$ cat config.mk
export PLATFORM = sky130hd
export DESIGN_NAME = pipe_ctrl
export DESIGN_NICKNAME = d
export VERILOG_FILES = /design/src/rtl/pipe_pkg.sv /design/src/rtl/pipe_ctrl_hazard.sv /design/src/rtl/pipe_ctrl.sv
export SDC_FILE = /design/constraint.sdc
export NUM_CORES = 1
export LEC_CHECK = 0
export BUFFER_PORTS_ARGS = -buffer_cell sky130_fd_sc_hd__buf_2
export CAP_MARGIN = 5
export CORE_AREA = 2 2 81 83
export CTS_CLUSTER_SIZE = 28
export DETAILED_ROUTE_END_ITERATION = 7
export DIE_AREA = 0 0 83 85
export GPL_TIMING_DRIVEN = 0
export PLACE_DENSITY = 0.7
export SYNTH_ARGS = -nofsm -noshare
export SYNTH_HDL_FRONTEND = slang
export SYNTH_SLANG_ARGS = --single-unit
$ cat constraint.sdc
create_clock -name clk -period 2.4 [get_ports clk]
set_clock_uncertainty 0.2 [all_clocks]
set_input_delay 0.24 -clock clk [delete_from_list [all_inputs] [get_ports clk]]
set_output_delay 0.24 -clock clk [all_outputs]
set_load 0.01 [all_outputs]
$ cat src/rtl/pipe_pkg.sv
// Shared types and helpers for the pipeline control unit: FSM states,
// fetch PC mux encodings and the stack-word count function.
package pipe_pkg;

    typedef enum logic [2:0] {
        IDLE,
        DRAIN,
        PUSH_PC,
        PUSH_FLAGS,
        VECTOR
    } state_t;

    localparam logic [1:0] PC_SEQ = 2'd0;
    localparam logic [1:0] PC_BR  = 2'd1;
    localparam logic [1:0] PC_VEC = 2'd2;

    function automatic int nwords(input int pc_w, input int word_w);
        return (pc_w + word_w - 1) / word_w;
    endfunction

endpackage

$ cat src/rtl/pipe_ctrl_hazard.sv
// Combinational load-use comparator: flags a decode instruction that reads
// the destination of a load still sitting in execute.
module hazard_detect #(
    parameter int REG_ADDR_W = 3
) (
    input  logic                  id_valid,
    input  logic [REG_ADDR_W-1:0] id_src1,
    input  logic [REG_ADDR_W-1:0] id_src2,
    input  logic                  id_use1,
    input  logic                  id_use2,
    input  logic                  ex_valid,
    input  logic                  ex_mem_read,
    input  logic [REG_ADDR_W-1:0] ex_dst,
    output logic                  hazard
);

    logic match1;
    logic match2;

    assign match1 = id_use1 && (id_src1 == ex_dst);
    assign match2 = id_use2 && (id_src2 == ex_dst);
    assign hazard = ex_valid && ex_mem_read && id_valid && (match1 || match2);

endmodule

$ cat src/rtl/pipe_ctrl.sv
// Pipeline control: load-use stall, taken-branch flush and the interrupt
// entry sequencer (drain, push return PC words, push flags, vector).
module pipe_ctrl #(
    parameter int STAGES     = 5,
    parameter int REG_ADDR_W = 3,
    parameter int PC_W       = 32,
    parameter int WORD_W     = 16,
    parameter int FLAG_W     = 3
) (
    input  logic                  clk,
    input  logic                  reset,
    input  logic                  id_valid,
    input  logic [REG_ADDR_W-1:0] id_src1,
    input  logic [REG_ADDR_W-1:0] id_src2,
    input  logic                  id_use1,
    input  logic                  id_use2,
    input  logic                  ex_valid,
    input  logic                  ex_mem_read,
    input  logic [REG_ADDR_W-1:0] ex_dst,
    input  logic                  branch_taken,
    input  logic [PC_W-1:0]       branch_target,
    input  logic                  irq,
    input  logic [PC_W-1:0]       irq_pc,
    input  logic [FLAG_W-1:0]     flags,
    input  logic                  push_ready,
    output logic                  stall,
    output logic                  flush_fd,
    output logic                  flush_de,
    output logic [1:0]            pc_sel,
    output logic                  push_valid,
    output logic [WORD_W-1:0]     push_data,
    output logic                  busy
);
    import pipe_pkg::*;

    localparam int NWORDS  = nwords(PC_W, WORD_W);
    localparam int EXT_W   = NWORDS * WORD_W;
    localparam int DRAIN_W = $clog2(STAGES);
    localparam int WORD_CW = (NWORDS > 1) ? $clog2(NWORDS) : 1;
    localparam logic [DRAIN_W-1:0] DRAIN_LAST = DRAIN_W'(STAGES - 3);
    localparam logic [WORD_CW-1:0] WORD_LOAD  = WORD_CW'(NWORDS - 1);

    state_t state;
    state_t next_state;

    logic                          hazard;
    logic                          pending;
    logic                          accept;
    logic                          push_fire;
    logic [DRAIN_W-1:0]            drain_cnt;
    logic [WORD_CW-1:0]            word_cnt;
    logic [PC_W-1:0]               ret_pc;
    logic [FLAG_W-1:0]             saved_flags;
    logic [EXT_W-1:0]              ret_ext;
    logic [NWORDS-1:0][WORD_W-1:0] ret_words;
    logic [WORD_W-1:0]             pc_word;
    logic [WORD_W-1:0]             flag_word;

    hazard_detect #(
        .REG_ADDR_W (REG_ADDR_W)
    ) u_hazard (
        .id_valid    (id_valid),
        .id_src1     (id_src1),
        .id_src2     (id_src2),
        .id_use1     (id_use1),
        .id_use2     (id_use2),
        .ex_valid    (ex_valid),
        .ex_mem_read (ex_mem_read),
        .ex_dst      (ex_dst),
        .hazard      (hazard)
    );

    // A branch resolving in the same cycle pushes acceptance out by one cycle.
    assign accept    = (state == IDLE) && pending && !branch_taken;
    assign push_fire = push_valid && push_ready;

    always_ff @(posedge clk) begin
        if (reset) begin
            state <= IDLE;
        end else begin
            state <= next_state;
        end
    end

    always_comb begin
        next_state = state;
        case (state)
            IDLE:       if (accept) next_state = DRAIN;
            DRAIN:      if (drain_cnt == DRAIN_LAST) next_state = PUSH_PC;
            PUSH_PC:    if (push_fire && (word_cnt == '0)) next_state = PUSH_FLAGS;
            PUSH_FLAGS: if (push_fire) next_state = VECTOR;
            VECTOR:     next_state = IDLE;
            default:    next_state = IDLE;
        endcase
    end

    // Word counter runs down so the most-significant word goes out first.
    always_ff @(posedge clk) begin
        if (reset) begin
            pending     <= 1'b0;
            drain_cnt   <= '0;
            word_cnt    <= '0;
            ret_pc      <= '0;
            saved_flags <= '0;
        end else begin
            pending <= irq || (pending && !accept);
            if (accept) begin
                drain_cnt   <= '0;
                ret_pc      <= irq_pc;
                saved_flags <= flags;
            end else if (state == DRAIN) begin
                drain_cnt <= drain_cnt + 1'b1;
                if (branch_taken) ret_pc <= branch_target;
            end
            if ((state == DRAIN) && (next_state == PUSH_PC)) begin
                word_cnt <= WORD_LOAD;
            end else if ((state == PUSH_PC) && push_fire) begin
                word_cnt <= word_cnt - 1'b1;
            end
        end
    end

    always_comb begin
        ret_ext             = '0;
        ret_ext[PC_W-1:0]   = ret_pc;
        ret_words           = ret_ext;
        flag_word           = '0;
        flag_word[FLAG_W-1:0] = saved_flags;
        pc_word             = '0;
        for (int i = 0; i < NWORDS; i++) begin
            if (word_cnt == WORD_CW'(i)) pc_word = ret_words[i];
        end
    end

    always_comb begin
        stall      = 1'b0;
        flush_fd   = 1'b0;
        flush_de   = 1'b0;
        pc_sel     = PC_SEQ;
        push_valid = 1'b0;
        push_data  = '0;
        busy       = 1'b0;
        case (state)
            IDLE: begin
                if (branch_taken) begin
                    pc_sel   = PC_BR;
                    flush_fd = 1'b1;
                    flush_de = 1'b1;
                end else if (hazard) begin
                    stall    = 1'b1;
                    flush_de = 1'b1;
                end
            end
            DRAIN: begin
                stall    = 1'b1;
                flush_fd = 1'b1;
                busy     = 1'b1;
            end
            PUSH_PC: begin
                stall      = 1'b1;
                flush_fd   = 1'b1;
                busy       = 1'b1;
                push_valid = 1'b1;
                push_data  = pc_word;
            end
            PUSH_FLAGS: begin
                stall      = 1'b1;
                flush_fd   = 1'b1;
                busy       = 1'b1;
                push_valid = 1'b1;
                push_data  = flag_word;
            end
            VECTOR: begin
                flush_fd = 1'b1;
                pc_sel   = PC_VEC;
                busy     = 1'b1;
            end
            default: begin
                busy = 1'b0;
            end
        endcase
    end

endmodule

Yosys cells after proc, flatten, opt, wreduce, memory -nomap -nowiden
Index checks and enable logic that the tools add are counted.
{"block": "op_classes", "n_bitwise": 1, "mux": 23, "order_cmp": 0, "n_shift": 0, "n_reduce_logical": 25, "n_eq_ne": 8, "div": 0, "addsub": 2, "n_mul": 0}
{"op": "$mux W32", "n": 3}
{"op": "$pmux W16 S2", "n": 1}
{"op": "$mux W16", "n": 1}
{"op": "$eq A3 B2 Y1 const B", "n": 4}
{"op": "$logic_and A1 B1 Y1", "n": 12}
{"op": "$mux W3", "n": 4}
{"op": "$pmux W3 S4", "n": 1}
{"op": "$mux W1", "n": 10}
{"op": "$eq A3 B3 Y1", "n": 2}
{"op": "$reduce_bool A2 Y1", "n": 3}
{"op": "$pmux W1 S2", "n": 2}
{"op": "$pmux W2 S2", "n": 1}
{"op": "$reduce_or A2 Y1", "n": 2}
{"op": "$reduce_or A4 Y1", "n": 1}
{"op": "$add A3 B1 Y3 const B", "n": 1}
{"op": "$eq A3 B1 Y1 const B", "n": 1}
{"op": "$eq A3 B3 Y1 const B", "n": 1}
{"op": "$logic_not A3 Y1", "n": 1}
{"op": "$reduce_or A3 Y1", "n": 1}
{"op": "$logic_not A1 Y1", "n": 2}
{"op": "$logic_or A1 B1 Y1", "n": 2}
{"op": "$reduce_and A2 Y1", "n": 1}
{"op": "$not A1 Y1", "n": 1}
{"op": "$sub A1 B1 Y1 const B", "n": 1}
{"block": "totals", "ram_bits": 0, "mem_bits_ro": 0, "elab_cells": 65, "inputBits": 86, "ff_bits": 43, "memories": 0, "latchBits": 0}

Logic depth before layout (Yosys ltp)
{"block": "depth", "depth_word": 10, "mapped_depth": 7, "ltp_nobuf": 6}

Cells and area by module
Synthesis repeated with hierarchy kept, for this count alone.
{"block": "unflattened", "cells_unflattened": 236, "area_unflattened_um2": 2372.3}
{"module": "pipe_ctrl", "seq_area_each_um2": 860.8, "area_per_inst_um2": 2297.2, "instances": 1, "cells_each": 226}
{"module": "hazard_detect", "seq_area_each_um2": 0.0, "area_per_inst_um2": 75.1, "instances": 1, "cells_each": 10}

Worst setup path before layout
Ideal clock, no wire load.
{"block": "synth_timing", "kind": "register -> register", "startpoint": "register state[2]", "endpoint": "register ret_pc[24] (netlist: ret_ext[24])", "path_buffers": 3, "synth_period_minus_slack_ns": 1.706, "required_time_ns": 2.053, "arrival_time_ns": 1.359, "path_slack_ns": 0.694, "stages_incl_launch_ff": 7, "cell_sequence": "dfxtp_1 -> buf_4 -> nor3b_4 -> a22o_1 -> buf_6 -> buf_2 -> a311oi_2"}
{"block": "synth_via", "elab_chain_len": 5}
{"element": "start: declaration", "line_no": "pipe_ctrl.sv:43", "source": "state_t state;"}
{"element": "start signal: assignment", "line_no": "pipe_ctrl.sv:81", "source": "state <= next_state;"}
{"element": "$logic_not A3 Y1", "line_no": "pipe_ctrl.sv:74", "source": "assign accept = (state == IDLE) && pending && !branch_taken;"}
{"element": "$logic_and A1 B1 Y1 (2 in series)", "line_no": "pipe_ctrl.sv:74"}
{"element": "$reduce_bool A2 Y1 (no line)"}
{"element": "$reduce_and A2 Y1 (no line)"}
{"element": "end signal: assignment", "line_no": "pipe_ctrl.sv:109", "source": "ret_pc <= irq_pc;"}
{"element": "end signal: assignment", "line_no": "pipe_ctrl.sv:113", "source": "if (branch_taken) ret_pc <= branch_target;"}
{"element": "end: declaration", "line_no": "pipe_ctrl.sv:52", "source": "logic [PC_W-1:0] ret_pc;"}
Several ways; a longest one is shown, not always the timed one.
A chain may end at the register's enable or synchronous reset.

Final worst setup path
{"block": "layout_timing", "startpoint": "register state[1]", "endpoint": "output port push_data[13]"}
{"block": "layout_via", "elab_chain_len": 2}
{"element": "$eq A3 B2 Y1", "line_no": "pipe_ctrl.sv:143", "source": "case (state)"}
{"element": "$pmux W16 S2 *", "line_no": "pipe_ctrl.sv:143"}
{"element": "end: declaration", "line_no": "pipe_ctrl.sv:31", "source": "output logic [WORD_W-1:0] push_data,"}
Every way passes the cells marked *; elsewhere a longest branch is shown, timed or not.

==> qor.yml <==
cts_made_buffers: 5
ctsRootBufferMaster: "clkbuf_8"
fmax_mhz: 439
drive_gt1_frac: 0.386
endpoint_kind: "output pin"
pwr-share-clk: 0.265
required_ns: 1.96
slowest_delay_ns: 0.33
finalWeightedCongestion: 0.859
routedWlPerCell_um: 14.8
fillCellCount: 611
leakage_nw: 1.37
seqCellArea_sq_um: 861
min_from: "branch_target[31]"
switching_power_mw: 0.515
cts_resized: 0
tns_ns: 0
antenna_found_initial: 0
path_clk_slew_ns: 0.08
status: "finished clean"
fin_crit_ns: 2.28
critPathKind: "register to output pin"
dieWidth_um: 83
crit_arrival_ns: 1.84
critPathTopFamily: "buffers and inverters"
clk_path_buf_depth: 2
pwr-share-seq: 0.478
yosys-top-cells-area: "dfxtp_1 (34%), a311oi_2 (17%), nand2_1 (11%)"
port_buffers: 107
syn_nets: 386
cp-startpoint: "state[1]"
vias: 2494
cpMostUsedCell: "buf_2"
total_power_mw: 1.69
r2r_start: "state[2]"
grt_pass1_wl_um: 11800
die_h_um: 85
syn-cell-area_sq_mm: 0.00252
p_comb_frac: 0.257
sw_frac_of_total: 0.304
antenna_cells: 0
dr.pass1.iters: 4
routed_via_density: 5.05
cts.sinks: 43
yosysTopAreaCell: "dfxtp_1"
min_period_over_period: 0.948
wl_um: 7300
synthFlopType: "dfxtp_1"
ys_warn_count: 0
final_max_slew_viol_count: 0
synth_top_area_frac: 0.342
intPower_mw: 1.18
final_util: 0.529
syn_area_per_cell_sq_um: 8.46
areaGrowthSynthToFinish_pct: 30.1
async_reset_ff_frac: 0
final_cell_area_sq_mm: 0.00328
grt_pass1_vias: 2534
worst_pin_slew_ns: 0.739
die_area_sq_mm: 0.00706
h-tree-depth: 2
maxCapViolCount: 0
syn_inst: 298
ys_types: 37
route.antenna.remaining_nets: 0
multi_input_area_sq_mm: 0.00148
slew_headroom: 0.507
critPathSlowestCell: "dfxtp_1"
ios: 109
grt_overflow: 0
cts_tree: "built"
powerDensity_mw_per_mm2: 517
setup_viol: 0
initial_core_util: 0.406
nNetsFinal: 504
clock_latency_ns: 0.29
hold_viol_final: 0
drc: 0
rows: 29
cp_max_fo: 10
hpwl_um: 5580
rsz0062_at_grt: "no"
cp_cell_sequence: "buf_6 > nand2b_4 > or2_1 > buf_2 > clkbuf_1 > nor2_1 > buf_2"
core_area_sq_mm: 0.00620
hp-class: "input pin to register"
grt_use_total: 0.206
path_buf_inv: 4
drtIter0Drc: 161
postSynthRegisterBits: 43
synth_edf_count: 0
post_dp_cell_area_sq_mm: 0.00315
critPathLaunchType: "register"
ys_seq_area_frac: 0.342
peakVddDrop_mv: 0.298
grt_start_max_net_pins: 19
## power groups by stage
| stage | sequential [mW] | combinational, mW | clock, mW |
|---|---|---|---|
| 2_1_floorplan | 0.813 | 0.290 | 0 |
| 3_3_place_gp | 0.824 | 0.419 | 0 |
| 3_5_place_dp | 0.827 | 0.429 | 0 |
| 4_1_cts | 0.810 | 0.437 | 0.454 |
| 5_1_grt | 0.817 | 0.479 | 0.490 |
| 6_report | 0.811 | 0.435 | 0.449 |
## state kept, by name (all words and copies together), names as in the netlist
signal	cells
pending	1
state	3
saved_flags	3
word_cnt	1
ret_ext	32
drain_cnt	3
## cells in the mapped netlist (all sizes together), types with 2 or more instances
master / count
buf: 17
xnor2: 8
nand2b: 2
ha: 2
a21oi: 9
o21ai: 2
nand4: 2
dfxtp: 43
clkbuf: 9
nand3b: 2
nor2: 55
inv: 4
nand2: 74
a311oi: 33
nor3b: 2
nor3: 4
and2: 2
mux2i: 16
## through the flow
stage | worst slack, ns | hold WS [ns] | cells
floorplan | 0.694 | 0.157 | 298
global placement | 0.332 | 0.246 | 482
detailed placement | 0.300 | 0.257 | 482
CTS | 0.130 | 0.00421 | 494
global route | 0.00820 | 0.0110 | 494
finish | 0.124 | 0.0135 | 494
## repair_timing
| action | 4_1_cts | 5_1_grt |
|---|---|---|
| hold endpoints to repair | 5 | 0 |
| buffers inserted | 0 | 0 |
| hold buffers | 5 | 0 |
| setup endpoints to repair | 2 | 0 |
## final cells by class
type                       instances  area share
inverter                           4     0.00458
buffer                            25      0.0485
sequential                        43       0.262
clock inverter                     1     0.00153
multi-input combinational        225       0.452
timing repair buffer             112       0.179
tap                               77      0.0294
clock buffer                       7      0.0233
## cell usage in the layout, fill, tap and decap left out, types with 2 or more instances in the layout
cell	count
buf_4	6
clkbuf_8	5
a311oi_1	4
nand2_1	74
nand3b_1	2
ha_1	2
inv_1	4
xnor2_1	8
a21oi_1	9
a311oi_2	29
nand4_1	2
dfxtp_1	43
nor2_1	55
dlygate4sd3_1	5
buf_6	5
buf_2	111
clkbuf_1	11
nor3_1	3
and2_1	2
mux2i_1	16
o21ai_0	2
## routing by layer
| metal | GRT usage | part of all wire | wire (um) | vias up |
|---|---|---|---|---|
| met3 | 0.0350 | 0.059 | 431 | 6 |
| met5 | 0 | 0 | 0 | - |
| li1 | - | - | - | 1266 |
| met2 | 0.352 | 0.49 | 3600 | 96 |
| met1 | 0.271 | 0.44 | 3190 | 1126 |
| met4 | 0.0551 | 0.011 | 80 | 0 |
## cell families (layout without fill, tap and decap cells)
group / Yosys count / in the layout / synth area share
AOI/OAI and AO/OA: 49 / 49 / 0.224
xor gates and xnor gates: 9 / 9 / 0.0313
adders and majority gates: 2 / 2 / 0.00993
buffers and inverters: 30 / 149 / 0.0705
DFF: 43 / 43 / 0.342
muxes: 16 / 16 / 0.0636
and+or+nand+nor: 149 / 149 / 0.259
## worst min-delay path: cells and delay by family
family,cells,cell delay [ns]
buffers and inverters,1,0.10
AOI/OAI and AO/OA,1,0.08
and+or+nand+nor,1,0.05
## final timing paths
| path | slack [ns] | to | depth (start not counted) |
|---|---|---|---|
| setup / recovery | 0.12 | push_data[13] | 7 |
| hold / removal | 0.01 | ret_ext[31] | 3 |
| setup reg to reg | 0.37 | ret_ext[24] | 6 |
| hold reg to reg | 0.27 | saved_flags[1] | 2 |
(Power assumes the default switching activity.)
